File: src/rtl/timer0_peripheral.sv
// Timer0 block: owns TMR0 and OPTION_REG, with a shared prescaler, T0CKI
// synchronizer/edge detector, post-write increment inhibit and an overflow pulse.
module timer0_peripheral #(
  parameter int PRESCALER_WIDTH = 8
) (
  input  logic       clk,
  input  logic       rst,
  input  logic       inst_cycle_en,
  input  logic [7:0] data_in,
  input  logic       tmr0_reg_wr_en,
  input  logic       option_reg_wr_en,
  input  logic       t0cki,
  output logic [7:0] tmr0_reg_val,
  output logic [7:0] option_reg_val,
  output logic       t0if_set
);

  logic [7:0]                 tmr0_q, tmr0_d;
  logic [7:0]                 option_q, option_d;
  logic [PRESCALER_WIDTH-1:0] pre_q, pre_d;
  logic [1:0]                 inh_q, inh_d;
  logic                       t0if_q, t0if_d;
  logic                       sync1_q, sync1_d;
  logic                       sync2_q, sync2_d;
  logic                       hist_q, hist_d;

  logic                       t0cs, t0se, psa;
  logic [2:0]                 ps;
  logic                       t0_edge, src_tick, tick, inc;
  logic [PRESCALER_WIDTH-1:0] wrap_val;

  // Terminal prescaler count for a 1:2^(ps+1) ratio: the low ps+1 bits set.
  function automatic logic [PRESCALER_WIDTH-1:0] ratio_mask(input logic [2:0] sel);
    logic [PRESCALER_WIDTH-1:0] m;
    for (int i = 0; i < PRESCALER_WIDTH; i++) begin
      m[i] = (i <= int'(sel));
    end
    return m;
  endfunction

  assign t0cs     = option_q[5];
  assign t0se     = option_q[4];
  assign psa      = option_q[3];
  assign ps       = option_q[2:0];
  assign wrap_val = ratio_mask(ps);

  always_comb begin
    option_d = option_q;
    tmr0_d   = tmr0_q;
    pre_d    = pre_q;
    inh_d    = inh_q;
    t0if_d   = 1'b0;
    sync1_d  = t0cki;
    sync2_d  = sync1_q;
    hist_d   = sync2_q;

    t0_edge  = t0se ? (hist_q & ~sync2_q) : (sync2_q & ~hist_q);
    src_tick = t0cs ? t0_edge : inst_cycle_en;
    tick     = src_tick && (inh_q == 2'd0);
    inc      = 1'b0;

    if (tick) begin
      if (psa) begin
        inc = 1'b1;
      end else if (pre_q == wrap_val) begin
        pre_d = '0;
        inc   = 1'b1;
      end else begin
        pre_d = pre_q + 1'b1;
      end
    end
    if (psa) begin
      pre_d = '0;
    end

    if (inc) begin
      tmr0_d = tmr0_q + 8'd1;
      t0if_d = (tmr0_q == 8'hFF);
    end

    if ((inh_q != 2'd0) && inst_cycle_en) begin
      inh_d = inh_q - 2'd1;
    end

    // The tick above was already resolved with the old settings; a write only clears the count.
    if (option_reg_wr_en) begin
      option_d = data_in;
      pre_d    = '0;
    end

    if (tmr0_reg_wr_en) begin
      tmr0_d = data_in;
      pre_d  = '0;
      inh_d  = 2'd2;
      t0if_d = 1'b0;
    end
  end

  always_ff @(posedge clk or negedge rst) begin
    if (!rst) begin
      tmr0_q   <= 8'h00;
      option_q <= 8'hFF;
      pre_q    <= '0;
      inh_q    <= 2'd0;
      t0if_q   <= 1'b0;
      sync1_q  <= 1'b0;
      sync2_q  <= 1'b0;
      hist_q   <= 1'b0;
    end else begin
      tmr0_q   <= tmr0_d;
      option_q <= option_d;
      pre_q    <= pre_d;
      inh_q    <= inh_d;
      t0if_q   <= t0if_d;
      sync1_q  <= sync1_d;
      sync2_q  <= sync2_d;
      hist_q   <= hist_d;
    end
  end

  assign tmr0_reg_val   = tmr0_q;
  assign option_reg_val = option_q;
  assign t0if_set       = t0if_q;

endmodule

File: config.mk
export PLATFORM = sky130hd
export DESIGN_NAME = timer0_peripheral
export DESIGN_NICKNAME = d
export VERILOG_FILES = /design/src/rtl/timer0_peripheral.sv
export SDC_FILE = /design/constraint.sdc
export NUM_CORES = 1
export LEC_CHECK = 0
export ABC_AREA = 0
export BUFFER_PORTS_ARGS = -buffer_cell sky130_fd_sc_hd__buf_2
export CAP_MARGIN = 25
export CORE_MARGIN = 4
export CORE_UTILIZATION = 50
export CTS_CLUSTER_DIAMETER = 40
export CTS_CLUSTER_SIZE = 14
export DETAILED_ROUTE_END_ITERATION = 12
export GPL_TIMING_DRIVEN = 1
export PLACE_DENSITY = 0.73
export SLEW_MARGIN = 20
export SYNTH_ARGS = -nofsm -noshare
export SYNTH_HDL_FRONTEND = slang
export SYNTH_SLANG_ARGS = --single-unit
export TNS_END_PERCENT = 5
File: constraint.sdc
create_clock -name clk -period 5.5 [get_ports clk]
set_input_delay 1.1 -clock clk [delete_from_list [all_inputs] [get_ports clk]]
set_output_delay 1.1 -clock clk [all_outputs]
set_load 0.02 [all_outputs]
# After elaboration in Yosys (flattened, before gate mapping)

Cells that the tools add are included.

Bits in registers: 30
Input bits: 14
Output and inout port bits: 17
Logic and storage cells: 47

Add/subtract/negate cells: 3
Magnitude comparators: 7
Eq/ne operators: 2
Muxes and demuxes: 16
Bitwise operators: 4
Reductions and logical operators: 7

Operator list:

| operator                                                             | count |
|---|---|
| 8-bit 2-to-1 mux                                                     | 7 |
| 8-bit by 1-bit adder with 8-bit output, second input constant        | 2 |
| 3-bit <= comparator, first input constant                            | 4 |
| 8-bit == test                                                        | 1 |
| 8-bit == test, second input constant                                 | 1 |
| 1-bit 2-to-1 mux                                                     | 7 |
| 2-bit by 3-bit <= comparator with 1-bit output, first input constant | 2 |
| 2-bit nonzero test                                                   | 3 |
| 2-bit 2-to-1 mux                                                     | 2 |
| 4-bit nonzero test                                                   | 1 |
| 1-bit by 3-bit <= comparator with 1-bit output, first input constant | 1 |
| 1-bit bitwise AND                                                    | 2 |
| 1-bit logical AND                                                    | 2 |
| 2-bit logical NOT                                                    | 1 |
| 1-bit NOT                                                            | 2 |
| 2-bit by 1-bit subtractor with 2-bit output, second input constant   | 1 |

# Depth between registers and ports, before layout

Depth after elaboration: 9
Gate-level depth with buffers: 9
Mapped depth without buffers: 8

# Worst setup path before layout

Ideal clock, no wire load.

Kind: input to register
Start: input port inst_cycle_en
End: register tmr0_q[6] (netlist: tmr0_reg_val[6])
Setup time: 0.124 ns
Arrival time: 2.272 ns
Data required time: 5.376 ns
Slack: 3.104 ns
Stages on the path: 7
Path buffers: 1
Cells stage by stage: o21ai_0 > a31oi_2 > o211ai_1 > o21ai_4 > buf_6 > a31oi_1 > o31a_1

Word-level cells in the longest chain between the ends: 4

RTL lines:

| what                         | line | text |
|---|---|---|
| start, declared              | 8    | `input logic inst_cycle_en,` |
| 1-bit 2-to-1 mux             | 58   | `src_tick = t0cs ? t0_edge : inst_cycle_en;` |
| 1-bit logical AND            | 59   | `tick = src_tick && (inh_q == 2'd0);` |
| 1-bit 2-to-1 mux             | 62   | `if (tick) begin` |
| 2-bit nonzero test (no line) | -    |  |
| end signal, assigned         | 110  | `tmr0_q <= tmr0_d;` |
| end, declared                | 18   | `logic [7:0] tmr0_q, tmr0_d;` |

Every way passes these cells.
A chain may end at the register's enable or synchronous reset.

# Final worst setup path

Start: input port inst_cycle_en
End: register tmr0_q[3] (netlist: tmr0_reg_val[3])

Same word-level chain as after synthesis.

==> summary.md <==
| Metric | Value |
|---|---|
| Worst Hold Class | `reg -> reg` |
| Final period util | `0.4282` |
| Final Max Tran Viols | `0` |
| Synthesis-stage register bit count | `30` |
| Setup violators final | `0` |
| FMAX | `about 420 MHz` |
| Io pins | `31` |
| Crit start category | `input port` |
| Number of synthesized flops with an enable pin | `0` |
| Post-synthesis sequential area ratio | `0.4441` |
| Crit path time final | `2355 ps` |
| GRT Util Overall | `0.1832` |
| Root Driver | `clkbuf_4` |
| Cts-stage hold buffer count | `0` |
| Core ar. | `roughly 3200 µm²` |
| Post-cts resize count | `0` |
| Residual DRC | `0` |
| Dpl cell area | `1846 µm²` |
| Final WL | `~3.5 mm` |
| Clk_lat worst skew | `330 ps` |
| Setup Crit Path Kind | `in -> reg` |
| Die height | `approximately 67 µm` |
| IO Port Bufs | `30` |
| Yosys synthesis warning count | `0` |
| RSZ-0062 raised after global routing | `false` |
| Mapped Nets | `177` |
| CP max FO | `15` |
| CTS tree | `yes` |
| Yosys top cell area share | `0.3214` |
| Drt initial violations | `49` |
| # nets final | `~210` |
| Pre-Repair DR Iteration Count | `4` |
| P&R area growth vs syn | `11.25%` |
| Non-Filler Instances | `between 200 and 250` |
| Synth unique cells | `55` |
| Final instance area | `between 1500 and 2000 µm²` |
| Peak VDD IR | `0.1575 mV` |
| Remaining Overflow, GRT | `0` |
| GPL Wtd Cong | `around 0.80` |
| Metal3 WL | `approximately 180 µm` |
| Syn avg cell area | `approximately 11 µm²` |
| H-tree Lvls | `2` |
| Detailed placement HPWL | `approximately 2.6 mm` |
| Pin count of the biggest net entering global routing | `31` |
| Met1 Wirelength | `~1.5 mm` |
| Static leakage | `between 0.0008 and 0.0009 µW` |
| Initial antenna violation count | `0` |
| Initial Util | `0.5433` |
| Max Cap Viol | `0` |
| Clk_skew | `roughly 12 ps` |
| Async SR Flop Fraction | `1.000` |
| Area leader, netlist | `dfrtp_1` |
| # fillers | `280` |
| Synth Instances | `160` |
| Top-count cell post-synth | `dfrtp_1` |
| Primary FF master, synth | `dfrtp_1` |
| Data arrival time of the worst path | `roughly 2600 ps` |
| Post CTS Setup Buffer Count | `0` |
| Metal2 WL | `roughly 1.6 mm` |
| Critical path capture point type | `flip-flop` |
| Total number of vias | `~1.3k` |
| Crit path required time | `about 5700 ps` |
| Row count | `20` |
| Placed cell count | `around 230` |
| Avg WL per Cell | `between 10 and 15 µm` |
| Top cells by count, synth | `dfrtp_1 (22), nand2_1 (12), nor2_1 (12)` |
| Top cells by area, synth | `dfrtp_1 (32%), dfstp_2 (12%), mux2_2 (5.3%), xor2_1 (3.1%), nand2_1 (2.6%)` |
| DIE WIDTH | `66.53 µm` |
| Vias in the first global route | `~1.3k` |
| Clock sinks | `30` |
| Top routing layer used | `met4` |
| First-pass GRT wire length | `roughly 6.0 mm` |
| Final Hold Vio Count | `0` |
| Synth Cell Area | `roughly 1700 µm²` |
| Die Area | `4426 µm²` |
| Fin Setup TNS | `0 ps` |
| Worst-path clk slew | `about 90 ps` |
| Layout cell share with drive strength beyond 1 | `0.3632` |
| Outcome | `completed` |
| Pwr/cell area | `260.0 nW/µm²` |
| CTS Buffer Depth | `2` |
| TritonCTS buffer count | `5` |
| Antenna-violating nets left | `0` |
| Via-to-Cell Ratio | `~5.7` |
| Antenna cells | `0` |
| Rel. slew slack | `0.5701` |
| Worst Tran Pin Value | `between 600 and 700 ps` |
-- layout by cell type, fill, tap and decap left out, drive strengths merged, types with 3 or more instances in the layout --
cell    synthesis  final
buf             4     30
dfrtp          22     22
nor2           12     12
nand2          12     12
mux2            8      8
dfstp           8      8
o21ai           8      8
clkbuf          4      7
inv             6      6
xor2            6      6
nand4           6      6
o211ai          5      5
and3            4      4
nand3           3      3
nand2b          3      3
a21oi           3      3
ha              3      3
a31oi           3      3
-- layer usage --
metal / global-route usage / vias up
met3: 0.04722 / 9
li1: - / 640
met5: 0 / -
met2: 0.2825 / 38
met1: 0.2347 / 642
met4: 0.09645 / 0
-- sequential cells by signal, indices dropped and copies added, names as in the netlist --
| register | flops |
|---|---|
| option_reg_val | 8 |
| pre_q | 8 |
| tmr0_reg_val | 8 |
| inh_q | 2 |
| hist_d | 1 |
| hist_q | 1 |
| sync1_q | 1 |
| t0if_set | 1 |
-- where the power goes --
part | switching, µW | internal [µW]
clock network | 72.5 | 61.8
registers | 19.2 | 241
logic | 59.6 | 41.0
total | 151 | 344
-- path summary, 6_finish.rpt --
check / startpoint / to / slack [ps] / cells past startpoint
max in group asynchronous: rst / pre_q[5]$_DFFE_PN0P_ / 4290 / 1
min in group asynchronous: rst / tmr0_reg_val[7]$_DFFE_PN0P_ / 780 / 1
worst max-delay path: inst_cycle_en / tmr0_reg_val[3]$_DFFE_PN0P_ / 3150 / 7
worst min-delay path: sync1_q$_DFF_PN0_ / hist_d$_DFF_PN0_ / 360 / 0
worst max register to register: pre_q[2]$_DFFE_PN0P_ / tmr0_reg_val[3]$_DFFE_PN0P_ / 3290 / 6
worst min register to register: sync1_q$_DFF_PN0_ / hist_d$_DFF_PN0_ / 360 / 0
-- cells by family (layout without fill, tap and decap cells) --
family	count (synthesis)	after routing	synth area share
adders and majority gates	3	3	0.02192
AOI/OAI and AO/OA	34	34	0.1651
buffers and inverters	14	44	0.05551
and+or+nand+nor	62	62	0.2140
muxes	9	9	0.05844
xor gates and xnor gates	8	8	0.04091
DFF	30	30	0.4441
-- worst max-delay path: stages --
cell and delay [ps]:
buf_2 80, o21ai_0 100, a31oi_2 290, o211ai_1 190
o21ai_4 370, a21boi_0 150, o31a_1 300
-- metrics by stage --
| step | hold slack (ps) | power, µW | setup slack [ps] | util |
|---|---|---|---|---|
| floorplan | 331.2 | 333.2 | 3104 | - |
| global placement | 341.0 | 359.9 | 2877 | 0.5853 |
| detailed placement | 336.4 | 365.2 | 2779 | 0.5853 |
| CTS | 366.8 | 503.8 | 3150 | 0.6044 |
| global route | 389.7 | 529.7 | 3063 | 0.6044 |
| finish | 360.8 | 495.4 | 3145 | 0.6044 |
-- layout make-up --
class                      instances  area (µm²)  share of cell area
timing repair buffer              30       150.1             0.07879
clock inverter                     1       5.005            0.002626
sequential                        30       760.7              0.3992
tap                               44       55.05             0.02889
clock buffer                       7       55.05             0.02889
inverter                           6       22.52             0.01182
multi-input combinational        116       857.1              0.4498
(Power assumes the default switching activity.)
